==> src/rtl/packet_unpacker_pkg.sv <==
// Shared definitions for the line-to-word unpacker: default widths, control-line mask,
// FSM state type and the lead-ones counter that yields the per-line word count.
package packet_unpacker_pkg;

   localparam int LINE_W_DEF  = 512;
   localparam int WORD_W_DEF  = 32;
   localparam int EN_W_DEF    = 16;
   localparam int FIFO_AW_DEF = 4;
   localparam int CNT_W_DEF   = 32;
   localparam int N_DEF       = LINE_W_DEF / WORD_W_DEF;

   // Widest word-enable vector the lead-ones helper accepts
   localparam int MAX_N = 64;

   localparam logic [LINE_W_DEF-1:0] CTRL_MASK_DEF =
      {{EN_W_DEF{1'b0}}, {(LINE_W_DEF-EN_W_DEF){1'b1}}};

   typedef enum logic [0:0] {
      ST_IDLE   = 1'b0,
      ST_UNPACK = 1'b1
   } state_t;

   // Count of contiguous ones from bit 0; anything above the first zero is ignored
   function automatic logic [6:0] lead_ones(input logic [MAX_N-1:0] en);
      logic [6:0] cnt;
      logic       run;
      cnt = 7'd0;
      run = 1'b1;
      for (int i = 0; i < MAX_N; i++) begin
         if (run && en[i]) begin
            cnt = cnt + 7'd1;
         end else begin
            run = 1'b0;
         end
      end
      return cnt;
   endfunction

endpackage

==> src/rtl/nukv_fifogen.sv <==
// Synchronous AXIS FIFO, depth 2**ADDR_BITS, registered output valid.
// Upstream ready depends only on occupancy so a push never waits on the pop side.
module nukv_fifogen #(
   parameter int DATA_SIZE = 33,
   parameter int ADDR_BITS = 4
) (
   input  logic                 clk,
   input  logic                 rst_n,
   input  logic [DATA_SIZE-1:0] s_axis_tdata,
   input  logic                 s_axis_tvalid,
   output logic                 s_axis_tready,
   output logic [DATA_SIZE-1:0] m_axis_tdata,
   output logic                 m_axis_tvalid,
   input  logic                 m_axis_tready
);

   localparam logic [ADDR_BITS:0] DEPTH = {1'b1, {ADDR_BITS{1'b0}}};

   logic [DATA_SIZE-1:0] mem_r [2**ADDR_BITS];
   logic [ADDR_BITS-1:0] wr_ptr_r;
   logic [ADDR_BITS-1:0] rd_ptr_r;
   logic [ADDR_BITS:0]   count_r;
   logic [ADDR_BITS:0]   count_next_s;
   logic                 valid_r;
   logic                 push_s;
   logic                 pop_s;

   // Handshake decode and next occupancy
   always_comb begin
      push_s       = s_axis_tvalid && (count_r != DEPTH);
      pop_s        = valid_r && m_axis_tready;
      count_next_s = count_r;
      case ({push_s, pop_s})
         2'b10:   count_next_s = count_r + {{ADDR_BITS{1'b0}}, 1'b1};
         2'b01:   count_next_s = count_r - {{ADDR_BITS{1'b0}}, 1'b1};
         default: count_next_s = count_r;
      endcase
   end

   // Pointer, occupancy and output-valid registers
   always_ff @(posedge clk or negedge rst_n) begin
      if (!rst_n) begin
         wr_ptr_r <= '0;
         rd_ptr_r <= '0;
         count_r  <= '0;
         valid_r  <= 1'b0;
      end else begin
         if (push_s) begin
            wr_ptr_r <= wr_ptr_r + {{(ADDR_BITS-1){1'b0}}, 1'b1};
         end
         if (pop_s) begin
            rd_ptr_r <= rd_ptr_r + {{(ADDR_BITS-1){1'b0}}, 1'b1};
         end
         count_r <= count_next_s;
         valid_r <= (count_next_s != {(ADDR_BITS+1){1'b0}});
      end
   end

   // Storage array; contents are don't-care until written
   always_ff @(posedge clk) begin
      if (push_s) begin
         mem_r[wr_ptr_r] <= s_axis_tdata;
      end
   end

   assign s_axis_tready = (count_r != DEPTH);
   assign m_axis_tvalid = valid_r;
   assign m_axis_tdata  = mem_r[rd_ptr_r];

endmodule

==> src/rtl/packet_unpacker.sv <==
// Serialises wide AXIS lines into one word per cycle through an output FIFO, decodes
// control lines into an enable mask and keeps packet/drop status counters.
module packet_unpacker
   import packet_unpacker_pkg::*;
#(
   parameter int LINE_W  = LINE_W_DEF,
   parameter int WORD_W  = WORD_W_DEF,
   parameter int EN_W    = EN_W_DEF,
   parameter int FIFO_AW = FIFO_AW_DEF,
   parameter int CNT_W   = CNT_W_DEF
) (
   input  logic                       clk,
   input  logic                       rst_n,
   input  logic [LINE_W-1:0]          s_tdata,
   input  logic [LINE_W/WORD_W-1:0]   s_tword_en,
   input  logic                       s_tlast,
   input  logic                       s_tvalid,
   output logic                       s_tready,
   output logic [WORD_W-1:0]          m_tdata,
   output logic                       m_tlast,
   output logic                       m_tvalid,
   input  logic                       m_tready,
   output logic [EN_W-1:0]            enable,
   output logic                       enable_stb,
   output logic [CNT_W-1:0]           pkt_count,
   output logic [CNT_W-1:0]           drop_count,
   output logic                       err_lost_last
);

   localparam int N     = LINE_W / WORD_W;
   localparam int IDX_W = (N > 1) ? $clog2(N) : 1;
   localparam int K_W   = $clog2(N + 1);
   localparam logic [LINE_W-1:0] CTRL_MASK = {{EN_W{1'b0}}, {(LINE_W-EN_W){1'b1}}};

   state_t              state_r;
   state_t              state_next_s;
   logic [LINE_W-1:0]   line_r;
   logic [K_W-1:0]      k_r;
   logic                last_r;
   logic [IDX_W-1:0]    idx_r;
   logic [EN_W-1:0]     enable_r;
   logic                enable_stb_r;
   logic [CNT_W-1:0]    pkt_count_r;
   logic [CNT_W-1:0]    drop_count_r;
   logic                err_lost_last_r;

   logic [MAX_N-1:0]    tword_ext_s;
   logic [K_W-1:0]      k_in_s;
   logic                ctrl_s;
   logic                accept_s;
   logic                load_s;
   logic                drop_s;
   logic                last_word_s;
   logic [WORD_W-1:0]   word_s;
   logic                push_last_s;
   logic                push_s;
   logic                s_tready_s;
   logic                fifo_ready_s;

   // Input line classification and current-word selection
   always_comb begin
      tword_ext_s          = '0;
      tword_ext_s[N-1:0]   = s_tword_en;
      k_in_s               = K_W'(lead_ones(tword_ext_s));
      ctrl_s               = ((s_tdata & CTRL_MASK) == CTRL_MASK);
      accept_s             = s_tvalid && s_tready_s;
      load_s               = accept_s && !ctrl_s && (k_in_s != {K_W{1'b0}});
      drop_s               = accept_s && !ctrl_s && (k_in_s == {K_W{1'b0}});
      last_word_s          = ((K_W'(idx_r) + K_W'(1)) == k_r);
      word_s               = line_r[idx_r*WORD_W +: WORD_W];
      push_last_s          = last_r && last_word_s;
   end

   // State register
   always_ff @(posedge clk or negedge rst_n) begin
      if (!rst_n) begin
         state_r <= ST_IDLE;
      end else begin
         state_r <= state_next_s;
      end
   end

   // Next state: the last push of a line may chain straight into the next line
   always_comb begin
      state_next_s = state_r;
      case (state_r)
         ST_IDLE: begin
            if (load_s) begin
               state_next_s = ST_UNPACK;
            end else begin
               state_next_s = ST_IDLE;
            end
         end
         ST_UNPACK: begin
            if (push_s && last_word_s) begin
               if (load_s) begin
                  state_next_s = ST_UNPACK;
               end else begin
                  state_next_s = ST_IDLE;
               end
            end else begin
               state_next_s = ST_UNPACK;
            end
         end
         default: state_next_s = ST_IDLE;
      endcase
   end

   // FSM outputs: push gating and upstream ready
   always_comb begin
      push_s     = 1'b0;
      s_tready_s = 1'b0;
      case (state_r)
         ST_IDLE: begin
            push_s     = 1'b0;
            s_tready_s = 1'b1;
         end
         ST_UNPACK: begin
            push_s     = fifo_ready_s;
            s_tready_s = fifo_ready_s && last_word_s;
         end
         default: begin
            push_s     = 1'b0;
            s_tready_s = 1'b0;
         end
      endcase
   end

   // Line holding register and word index
   always_ff @(posedge clk or negedge rst_n) begin
      if (!rst_n) begin
         line_r <= '0;
         k_r    <= '0;
         last_r <= 1'b0;
         idx_r  <= '0;
      end else begin
         if (load_s) begin
            line_r <= s_tdata;
            k_r    <= k_in_s;
            last_r <= s_tlast;
            idx_r  <= '0;
         end else if (push_s) begin
            idx_r  <= idx_r + IDX_W'(1);
         end
      end
   end

   // Enable mask, status pulses and wrapping counters
   always_ff @(posedge clk or negedge rst_n) begin
      if (!rst_n) begin
         enable_r        <= '0;
         enable_stb_r    <= 1'b0;
         pkt_count_r     <= '0;
         drop_count_r    <= '0;
         err_lost_last_r <= 1'b0;
      end else begin
         enable_stb_r    <= accept_s && ctrl_s;
         err_lost_last_r <= drop_s && s_tlast;
         if (accept_s && ctrl_s) begin
            enable_r <= s_tdata[LINE_W-1 -: EN_W];
         end
         if (drop_s) begin
            drop_count_r <= drop_count_r + CNT_W'(1);
         end
         if (push_s && push_last_s) begin
            pkt_count_r <= pkt_count_r + CNT_W'(1);
         end
      end
   end

   nukv_fifogen #(
      .DATA_SIZE (WORD_W + 1),
      .ADDR_BITS (FIFO_AW)
   ) u_fifo (
      .clk           (clk),
      .rst_n         (rst_n),
      .s_axis_tdata  ({push_last_s, word_s}),
      .s_axis_tvalid (push_s),
      .s_axis_tready (fifo_ready_s),
      .m_axis_tdata  ({m_tlast, m_tdata}),
      .m_axis_tvalid (m_tvalid),
      .m_axis_tready (m_tready)
   );

   assign s_tready      = s_tready_s;
   assign enable        = enable_r;
   assign enable_stb    = enable_stb_r;
   assign pkt_count     = pkt_count_r;
   assign drop_count    = drop_count_r;
   assign err_lost_last = err_lost_last_r;

endmodule

==> config.mk <==
export PLATFORM = sky130hd
export DESIGN_NAME = packet_unpacker
export DESIGN_NICKNAME = d
export VERILOG_FILES = /design/src/rtl/packet_unpacker_pkg.sv /design/src/rtl/nukv_fifogen.sv /design/src/rtl/packet_unpacker.sv
export SDC_FILE = /design/constraint.sdc
export NUM_CORES = 1
export LEC_CHECK = 0
export CORE_MARGIN = 2
export CORE_UTILIZATION = 40
export DETAILED_ROUTE_END_ITERATION = 8
export GPL_ROUTABILITY_DRIVEN = 0
export GPL_TIMING_DRIVEN = 0
export PLACE_DENSITY = 0.6
export SETUP_SLACK_MARGIN = 0.3
export SLEW_MARGIN = 30
export SYNTH_ARGS = -nofsm -noshare
export SYNTH_HDL_FRONTEND = slang
export SYNTH_SLANG_ARGS = --single-unit
==> constraint.sdc <==
create_clock -name clk -period 4.5 [get_ports clk]
set_clock_uncertainty 0.15 [all_clocks]
set_input_delay 0.9 -clock clk [delete_from_list [all_inputs] [get_ports clk]]
set_output_delay 0.9 -clock clk [all_outputs]
set_load 0.05 [all_outputs]
==> results of run 1 <==
-- kinds of logic (layout without fill, tap and decap cells) --
| kind of cell | Yosys count | count (layout) | synth area share |
|---|---|---|---|
| adders and majority gates | 30 | 30 | 0.007295 |
| other | 0 | 34 | 0 |
| AOI/OAI and AO/OA | 239 | 239 | 0.02971 |
| DFF | 1147 | 1147 | 0.6092 |
| xor gates and xnor gates | 103 | 103 | 0.01782 |
| buffers and inverters | 201 | 1161 | 0.02154 |
| and+or+nand+nor | 674 | 674 | 0.07212 |
| muxes | 891 | 891 | 0.2423 |
-- metal layers --
metal / track usage / part of all wire / vias to the layer above
li1: - / - / 14750
met1: 0.3868 / 0.38 / 18720
met2: 0.4746 / 0.46 / 1803
met3: 0.08942 / 0.099 / 507
met4: 0.1492 / 0.056 / 58
met5: 0.005919 / 0.0022 / -
-- worst min-delay path: cells and delay by family, from the launching register on --
kind,cells,cell delay [ns]
simple gates,2,0.10
flops,1,0.34
-- state kept, by name, summed over array words and instances (netlist names) --
register,count
u_fifo.m_axis_tvalid,1
u_fifo.mem_r,528
k_r,5
u_fifo.rd_ptr_r,4
pkt_count,32
enable,16
state_r,1
err_lost_last,1
u_fifo.count_r,5
line_r,512
enable_stb,1
last_r,1
idx_r,4
drop_count,32
u_fifo.wr_ptr_r,4
-- synthesized netlist by cell type (34+ instances only) --
library cell | instances | area (µm²)
a21oi_1 | 41 | 205.2
and3_1 | 42 | 262.8
buf_6 | 39 | 439.2
clkbuf_1 | 82 | 307.8
dfrtp_1 | 619 | 15490
edfxtp_1 | 528 | 15860
mux2_1 | 514 | 5788
mux2_2 | 34 | 382.9
mux2i_1 | 114 | 1141
mux4_2 | 226 | 5090
nand2_1 | 155 | 581.8
nand3_1 | 47 | 235.2
nand4_1 | 250 | 1564
nor2_1 | 37 | 138.9
nor4_1 | 64 | 400.4
o21ai_0 | 85 | 425.4
xnor2_1 | 82 | 718.2
-- layout make-up --
type                    instances  area, µm²  share of cell area
plain buffers                 174       1655             0.02447
clock buffers                 158       3328             0.04921
inverters                      27      101.3            0.001498
well taps                    1662       2079             0.03074
multi-input cells            1937      20250              0.2993
clock inverters                67      775.7             0.01147
diodes                         34      85.08            0.001258
repair buffers                735       8023              0.1186
flip-flops and latches       1147      31350              0.4634
-- where the power goes --
group / total, W / leakage [nW] / internal, W / switching, W
registers: 0.0182 / 12.3 / 0.0165 / 0.00172
clock network: 0.0104 / 2.01 / 0.00593 / 0.00448
logic: 0.0216 / 12.0 / 0.00908 / 0.0125
-- repair_timing --
action | CTS | global route
gates cloned | 14 | 9
setup buffers | 36 | 9
endpoints found under the hold margin | 43 | 0
endpoints found under the setup margin | 601 | 612
gates resized for setup | 162 | 125
hold buffers | 1 | 0
pin swaps | 18 | 20
-- worst min-delay path by stage --
| stage | slack (ns) | to | cells past startpoint | startpoint |
|---|---|---|---|---|
| floorplan | 0.30 | u_fifo.count_r[4] | 1 | u_fifo.count_r[4] |
| global placement | 0.30 | enable[5] | 2 | enable[5] |
| detailed placement | 0.31 | enable[11] | 2 | enable[11] |
| CTS | 0.32 | enable[11] | 2 | enable[11] |
| global route | 0.35 | enable[11] | 2 | enable[11] |
| finish | 0.32 | enable[11] | 2 | enable[11] |
-- through the flow --
step / utilization / power, W
after CTS: 0.5232 / 0.04948
after floorplan: - / 0.02976
after global routing: 0.5294 / 0.05182
after global placement: 0.4764 / 0.03780
final: 0.5297 / 0.05015
after detailed placement: 0.4803 / 0.03827
==> impl_metrics.yaml, run 1 <==
status:
  status: "finished, violations left"
  violations: "setup timing"
setup_path:
  start_kind: "primary input"
  setup.worst_path.end: "line_r[131]"
  crit_cells: 41
  crit_fanout: 7
  arrival_ns: 8.20
  path_buf_inv: 9
  regToRegEndpoint: "line_r[131]"
  cp_top_family: "compound AO/OA/AOI/OAI gates"
  rrSetupSlack_ns: -0.01
  critical_path_class: "primary input to flop"
  endpoint_kind: "flop"
  cp_slowest_stage_delay_ns: 0.42
  r2r-start: "idx_r[2]"
  worstPathRequired_ns: 5.00
  cp-startpoint: "s_tword_en[0]"
  r2r_cells: 16
  crit_slowest_cell: "a2111o_1"
finish:
  syn_to_final_growth_pct: 31.45
  layout_commonest_cell: "clkdlybuf4s50_1"
  drive_above_1_share: 0.2238
  stdcell_area_mm2: 0.06764
  layout.nets: 4703
  layout_common_cells: "clkdlybuf4s50_1, dfrtp_1, edfxtp_1"
  fin_cells: 5941
  num-fill-cells: 10550
power_and_ir_drop:
  powerDensity_mw_per_mm2: 741.4
  p_leak_nw: 26.30
  peakVddDrop_mv: 0.3902
synthesis:
  yosysWarnings: 0
  syn_area_per_cell_um2: 15.66
  synthFlopType: "dfrtp_1"
  yosysSeqAreaShare: 0.6092
  synth.net_count: 3845
  synth_seq_cells: 1147
  synth_edf_count: 528
  synthesis.instances: 3285
  syn-cell-area_mm2: 0.05146
  ys_async_sr_fraction: 0.5397
  ys_types: 67
sta:
  setup_slack_ns: -3.196
  rsz0062_at_grt: "yes"
  final.period_utilization: 1.710
  period_minus_slack_ns: 7.696
  finalSetupViolCount: 600
  finalHoldWorstSlack_ns: 0.3187
  max_slew_margin: 0.2920
  slew_violations: 0
  final.setup.tns_ns: -1765.86
  tightest_slew_ns: 1.062
  fmax_mhz: 129.9
  final-hold-violation-count: 0
global_routing:
  grt_pass1_wl_um: 279600
  antenna_found_initial: 72
  overflow: 0
  grt_usage: 0.3040
  grt_pass1_vias: 35810
  grt_max_degree: 86
place:
  dpl_cell_area_mm2: 0.06132
  hpwl_um: 152700
  portBuffers: 648
  dp.cells: 5613
  dp_worst_setup_slack_ns: -5.178
floorplan:
  fp-row-count: 131
  ioPinCount: 650
  die_area_mm2: 0.1315
  initial_core_util: 0.4030
  core-area_mm2: 0.1277
  die_w_um: 362.7
  die_h_um: 362.7
cts:
  cts_tree: "done"
  path_clk_slew_ns: 0.06
  clk_latency_ns: 0.77
  clkSinkCount: 1147
  htreeDepth: 3
  cts_buffer_depth: 3
  root_buffer: "clkbuf_16"
  cts_buffers: 121
detailed_routing:
  firstDrtPassIters: 5
  drc: 0
  routed_wl_um: 202300
  ant_nets: 0
  wire_per_inst_um: 34.05
  routed_via_density: 6.031
  vias: 35830
  drtIter0Drc: 3947
flow_run:
  maxCapViolations: 0
hold_path:
  min_path_type: "flop to flop"
(Power assumes the default switching activity.)
==> inputs of run 2 (changes only) <==
--- a/config.mk
+++ b/config.mk
@@ -12,7 +12,6 @@
 export GPL_TIMING_DRIVEN = 0
 export PLACE_DENSITY = 0.6
 export SETUP_SLACK_MARGIN = 0.3
-export SLEW_MARGIN = 30
 export SYNTH_ARGS = -nofsm -noshare
 export SYNTH_HDL_FRONTEND = slang
 export SYNTH_SLANG_ARGS = --single-unit
==> impl_metrics.yaml, run 2 (synthesis results as in run 1) <==
status:
  status: "finished, violations left"
  violations: "setup timing"
detailed_routing:
  firstDrtPassIters: 5
  drc: 0
  routed_via_density: 6.063
  wire_per_inst_um: 34.13
  ant_nets: 0
  drtIter0Drc: 4138
  vias: 36340
  routed_wl_um: 204500
sta:
  rsz0062_at_grt: "yes"
  finalSetupViolCount: 600
  slew_violations: 0
  finalHoldWorstSlack_ns: 0.06771
  final-hold-violation-count: 0
  max_slew_margin: 0.04581
  final.period_utilization: 1.742
  period_minus_slack_ns: 7.838
  fmax_mhz: 127.6
  setup_slack_ns: -3.338
  tightest_slew_ns: 1.431
cts:
  root_buffer: "clkbuf_16"
  cts_buffers: 120
  cts_tree: "done"
  cts_buffer_depth: 3
  htreeDepth: 3
  path_clk_slew_ns: 0.06
  clk_latency_ns: 0.73
  cts_hold_buffers: 0
  clkSinkCount: 1147
floorplan:
  initial_core_util: 0.4030
  core-area_mm2: 0.1277
  ioPinCount: 650
  die_w_um: 362.7
  die_h_um: 362.7
  die_area_mm2: 0.1315
  fp-row-count: 131
finish:
  fin_util: 0.5381
  layout.nets: 4753
  layout_commonest_cell: "clkdlybuf4s50_1"
  layout_common_cells: "clkdlybuf4s50_1, dfrtp_1, edfxtp_1"
  fin_cells: 5993
  drive_above_1_share: 0.2441
  syn_to_final_growth_pct: 33.53
  reg_top3: "u_fifo.mem_r (528), line_r (512)"
  largest_register_ffs: 528
  largest-register: "u_fifo.mem_r"
power_and_ir_drop:
  p_clk_frac: 0.192
  p_leak_nw: 27.11
  seqPwrFrac: 0.360
  powerDensity_mw_per_mm2: 734.9
  p_int_w: 0.03184
  switching_share: 0.3695
  peakVddDrop_mv: 0.4048
  finalPower_w: 0.05050
  p_sw_w: 0.01866
  pwr-share-comb: 0.447
setup_path:
  crit_fanout: 6
  regToRegEndpoint: "line_r[6]"
  rrSetupSlack_ns: -0.11
  arrival_ns: 8.29
  endpoint_kind: "flop"
  cp_common_cell: "ha_4"
  worstPathRequired_ns: 4.95
  critical_path_class: "primary input to flop"
  r2r-start: "idx_r[2]"
  crit_slowest_cell: "or3b_4"
  cp_slowest_stage_delay_ns: 0.42
  start_kind: "primary input"
  r2r_cells: 16
place:
  hpwl_um: 153300
  portBuffers: 648
  dp.cells: 5616
  dp_worst_setup_slack_ns: -5.140
global_routing:
  overflow: 0
  antenna_found_initial: 77
  grt_max_degree: 118
  grt_pass1_vias: 35930
  grt_usage: 0.3049
  grt_pass1_wl_um: 280500
hold_path:
  min_path_type: "primary input to async pin"
flow_run:
  maxCapViolations: 0
run 2: cell types whose count changed in the layout (fill, tap and decap cells not counted), moves of 10 or more:
cell,before,now
clkbuf_1,93,121
clkinv_2,28,18
buf_4,29,41
buf_2,19,3
buf_1,14,31
mux2_4,257,351
mux2_1,258,163
and2_2,0,12
buf_12,66,83
and2_4,15,2
clkbuf_16,131,144
run 2: layout make-up:
cell class | count | area (µm²)
well taps | 1662 | 2079
inverters | 27 | 101.3
repair buffers | 786 | 9102
multi-input cells | 1937 | 20570
flip-flops and latches | 1147 | 31350
plain buffers | 174 | 1642
clock buffers | 179 | 3386
diodes | 38 | 95.09
clock inverters | 43 | 387.9
fillers | 10410 | 58980
run 2: metrics by stage:
step / TNS, ns / area (µm²)
after floorplan: -1878.89 / 52270
after detailed placement: -2831.93 / 61330
after global routing: -2035.74 / 68660
after CTS: -1842.13 / 67280
after global placement: - / 60830
final: -1847.32 / 68710
run 2: routing by layer:
layer	global-route usage	routed length (µm)	vias to the layer above
li1	-	-	14850
met2	0.4744	93740	2036
met4	0.1495	11710	60
met5	0	356	-
met3	0.09065	21490	547
met1	0.3895	77250	18840
run 2: power groups by stage:
stage / registers [W] / logic, W / clock network [W]
after global placement: 0.0183 / 0.0195 / 0
after CTS: 0.0181 / 0.0215 / 0.00982
final: 0.0182 / 0.0226 / 0.00971
after global routing: 0.0185 / 0.0235 / 0.0102
after floorplan: 0.0177 / 0.0121 / 0
after detailed placement: 0.0182 / 0.0200 / 0
run 2: what timing repair did:
action,in CTS,in global routing
setup endpoints to repair,777,1099
buffers inserted,41,25
gates resized for setup,251,148
pin swaps,18,23
gates cloned,28,23
run 2: how the worst max path moves through the flow:
| stage | end | startpoint |
|---|---|---|
| floorplan | line_r[102] | s_tword_en[0] |
| global placement | pkt_count[24] | rst_n |
| detailed placement | line_r[492] | s_tword_en[2] |
| CTS | line_r[6] | s_tword_en[0] |
| global route | line_r[400] | s_tword_en[1] |
| finish | line_r[6] | s_tword_en[1] |
run 2: critical path, delay by kind of cell:
kind	cells	cell delay [ns]
AOI/OAI and AO/OA	16	2.27
adders and majority gates	7	1.80
buffers and inverters	9	1.05
muxes	5	0.85
and+or+nand+nor	9	1.39
==> RTL edit: new RTL, settings of run 1 <==
Change the package constant `CNT_W_DEF` from 32 to 64.
--- a/src/rtl/packet_unpacker_pkg.sv
+++ b/src/rtl/packet_unpacker_pkg.sv
@@ -8,3 +8,3 @@
    localparam int FIFO_AW_DEF = 4;
-   localparam int CNT_W_DEF   = 32;
+   localparam int CNT_W_DEF   = 64;
    localparam int N_DEF       = LINE_W_DEF / WORD_W_DEF;
Interface: changed (resized drop_count and pkt_count); port bits go from 650 to 714. No check against the original RTL was run, so the function may have changed too.
==> RTL edit against run 1 <==
The run still ends with setup timing left; combinational power shrank 6%; final area grew 5.9%; power shrank 0.42%; area after synthesis grew 5.8%; final cell count grew 8.7%; sequential cell count grew 64; register-to-register slack lost 0.18 ns; critical path depth grew 2; wire length shrank 0.31%; worst setup slack lost 0.024 ns; sequential power grew 2%.
==> RTL edit: results (changes against run 1) <==
[outcome]
status=finished with violations
violations=setup timing

[logic_synthesis]
netlist_top_cells_count=dfrtp_1 (683), edfxtp_1 (528), mux2_1 (492), nand4_1 (263), mux4_2 (229)
synth.net_count=4160  ; +8.2%
synth_area_leaders=dfrtp_1 (31%), edfxtp_1 (29%), mux2_1 (10%)
synth_edf_count=528  ; unchanged
synth_cell_type_count=74  ; +10%
synth-seq-area-share_pct=60.5  ; -0.42 points
avgSynthCellArea_sq_um=15.1  ; -3.4%
synth_warnings=0  ; unchanged
ys_async_sr_fraction_pct=56.4  ; +2.4 points

[clock_tree]
clkTransAtPathRegs_ns=0.05
ctsHtreeMaxLevel=4  ; +1
cts_buffers=136  ; +12%
insertion_delay_ns=0.77  ; about the same
cts-root-buf=clkbuf_16
clockBufferDepth=3  ; unchanged

[grt]
grt_pass1_vias=37800  ; +5.5%
use_met3_pct=6.83  ; -2.1 points
use_met2_pct=44.5  ; -3.0 points
antenna_found_initial=53  ; -26%
gr-usage-met1_pct=37.1  ; -1.6 points
grt_max_degree=114  ; +33%
track_usage_pct=28.3  ; -2.1 points
grt_pass1_wl_mm=281  ; +0.62%

[setup_path]
r2r.worst_path.cells=7  ; -9
startpoint=s_tword_en[2]
r2r_start=idx_r[0]$_DFFE_PN0P_
cpPeakStageDelay_ns=0.40  ; -0.02 ns
crit_family=compound AO/OA/AOI/OAI gates
cp_slowest_cell=a2111o_1
arrival_ns=8.20  ; about the same
cp_max_fo=10  ; +3

[sta]
setup_slack_ns=-3.22  ; -0.0241 ns
tns_ns=-1898.83  ; -132.97 ns
setup_viol=731  ; +22%
max_slew.worst_pin.slew_ns=1.14  ; +0.0813 ns

[final_layout]
fin_cells=6457  ; +8.7%
nFillCells=11200  ; +6.6%
drive_gt1_share_pct=19.5  ; -2.9 points
top_regs=u_fifo.mem_r x528, line_r x512
nets=5098  ; +8.4%

[placed_design]
port-buffer-count=707  ; +9.1%
place_area_sq_um=64500  ; +5.1%
dpl.hpwl_mm=152  ; -0.55%
dp_slack_ns=-5.65  ; -0.473 ns
placedCellCount=6112  ; +8.9%

[routing]
wire_per_inst_um=31.2  ; -8.3%
drt_iter0_drc=4084  ; +3.5%
firstDrtPassIters=8  ; +3
via_per_inst=5.92  ; -1.9%

[power]
p_leak_nw=27.7  ; +5.3%
ir_drop_uv=380  ; -2.7%

[flow_run]
cap_violations=0  ; unchanged

[hold_path]
hold_depth=1  ; -1
hp-start=pkt_count[63]$_DFFE_PN0P_
hold_class=reg2reg

==> RTL edit: power by group <==
group | switching (mW) | internal (mW)
Clock | 4.61 | 6.49
Sequential | 1.61 | 17.0
Combinational | 11.9 | 8.35
Total | 18.1 | 31.8
==> RTL edit: worst paths after layout <==
| kind | slack [ns] | endpoint |
|---|---|---|
| worst max-delay path | -3.22 | line_r[105]$_DFFE_PN0P_ |
| worst min-delay path | 0.32 | pkt_count[63]$_DFFE_PN0P_ |
| worst max register to register | -0.19 | u_fifo.mem_r[8][3]$_DFFE_PP_ |
| worst min register to register | 0.32 | pkt_count[63]$_DFFE_PN0P_ |
| max in group asynchronous | 1.56 | line_r[112]$_DFFE_PN0P_ |
| min in group asynchronous | 0.51 | pkt_count[26]$_DFFE_PN0P_ |
==> RTL edit: area by class of cell <==
class,instances,area (sq um),share of cell area (%)
multi-input cells,2175,21700,30.3
flip-flops and latches,1211,32900,46.0
repair buffers,800,8530,11.9
well taps,1781,2230,3.11
diodes,31,77.6,0.108
clock inverters,52,485,0.678
clock buffers,193,3930,5.48
plain buffers,178,1610,2.25
inverters,36,140,0.196
==> RTL edit: cells by family (layout without fill, tap and decap cells) <==
kind of cell | after synthesis | after routing | share of synthesized area, %
xor+xnor | 166 | 166 | 2.79
mux | 898 | 898 | 23.0
compound gates | 235 | 235 | 2.79
flops | 1211 | 1211 | 60.5
other cells | 0 | 31 | 0
buf+inv | 214 | 1259 | 1.87
simple gates | 846 | 846 | 8.32
fa+ha+maj | 30 | 30 | 0.689
==> RTL edit: per-layer routing <==
metal	part of all wire (%)	wire length, um
met5	0.089	179
met4	4.4	8940
met3	8.7	17600
met2	47	95000
met1	40	79900
==> RTL edit: what timing repair did <==
| action | 4_1_cts | 5_1_grt |
|---|---|---|
| setup endpoints to repair | 1098 | 1137 |
| cloned | 8 | 10 |
| endpoints found under the hold margin | 78 | 0 |
| hold buffers | 1 | 0 |
| pin swaps | 15 | 39 |
| buffers inserted | 28 | 22 |
| gates resized for setup | 256 | 177 |
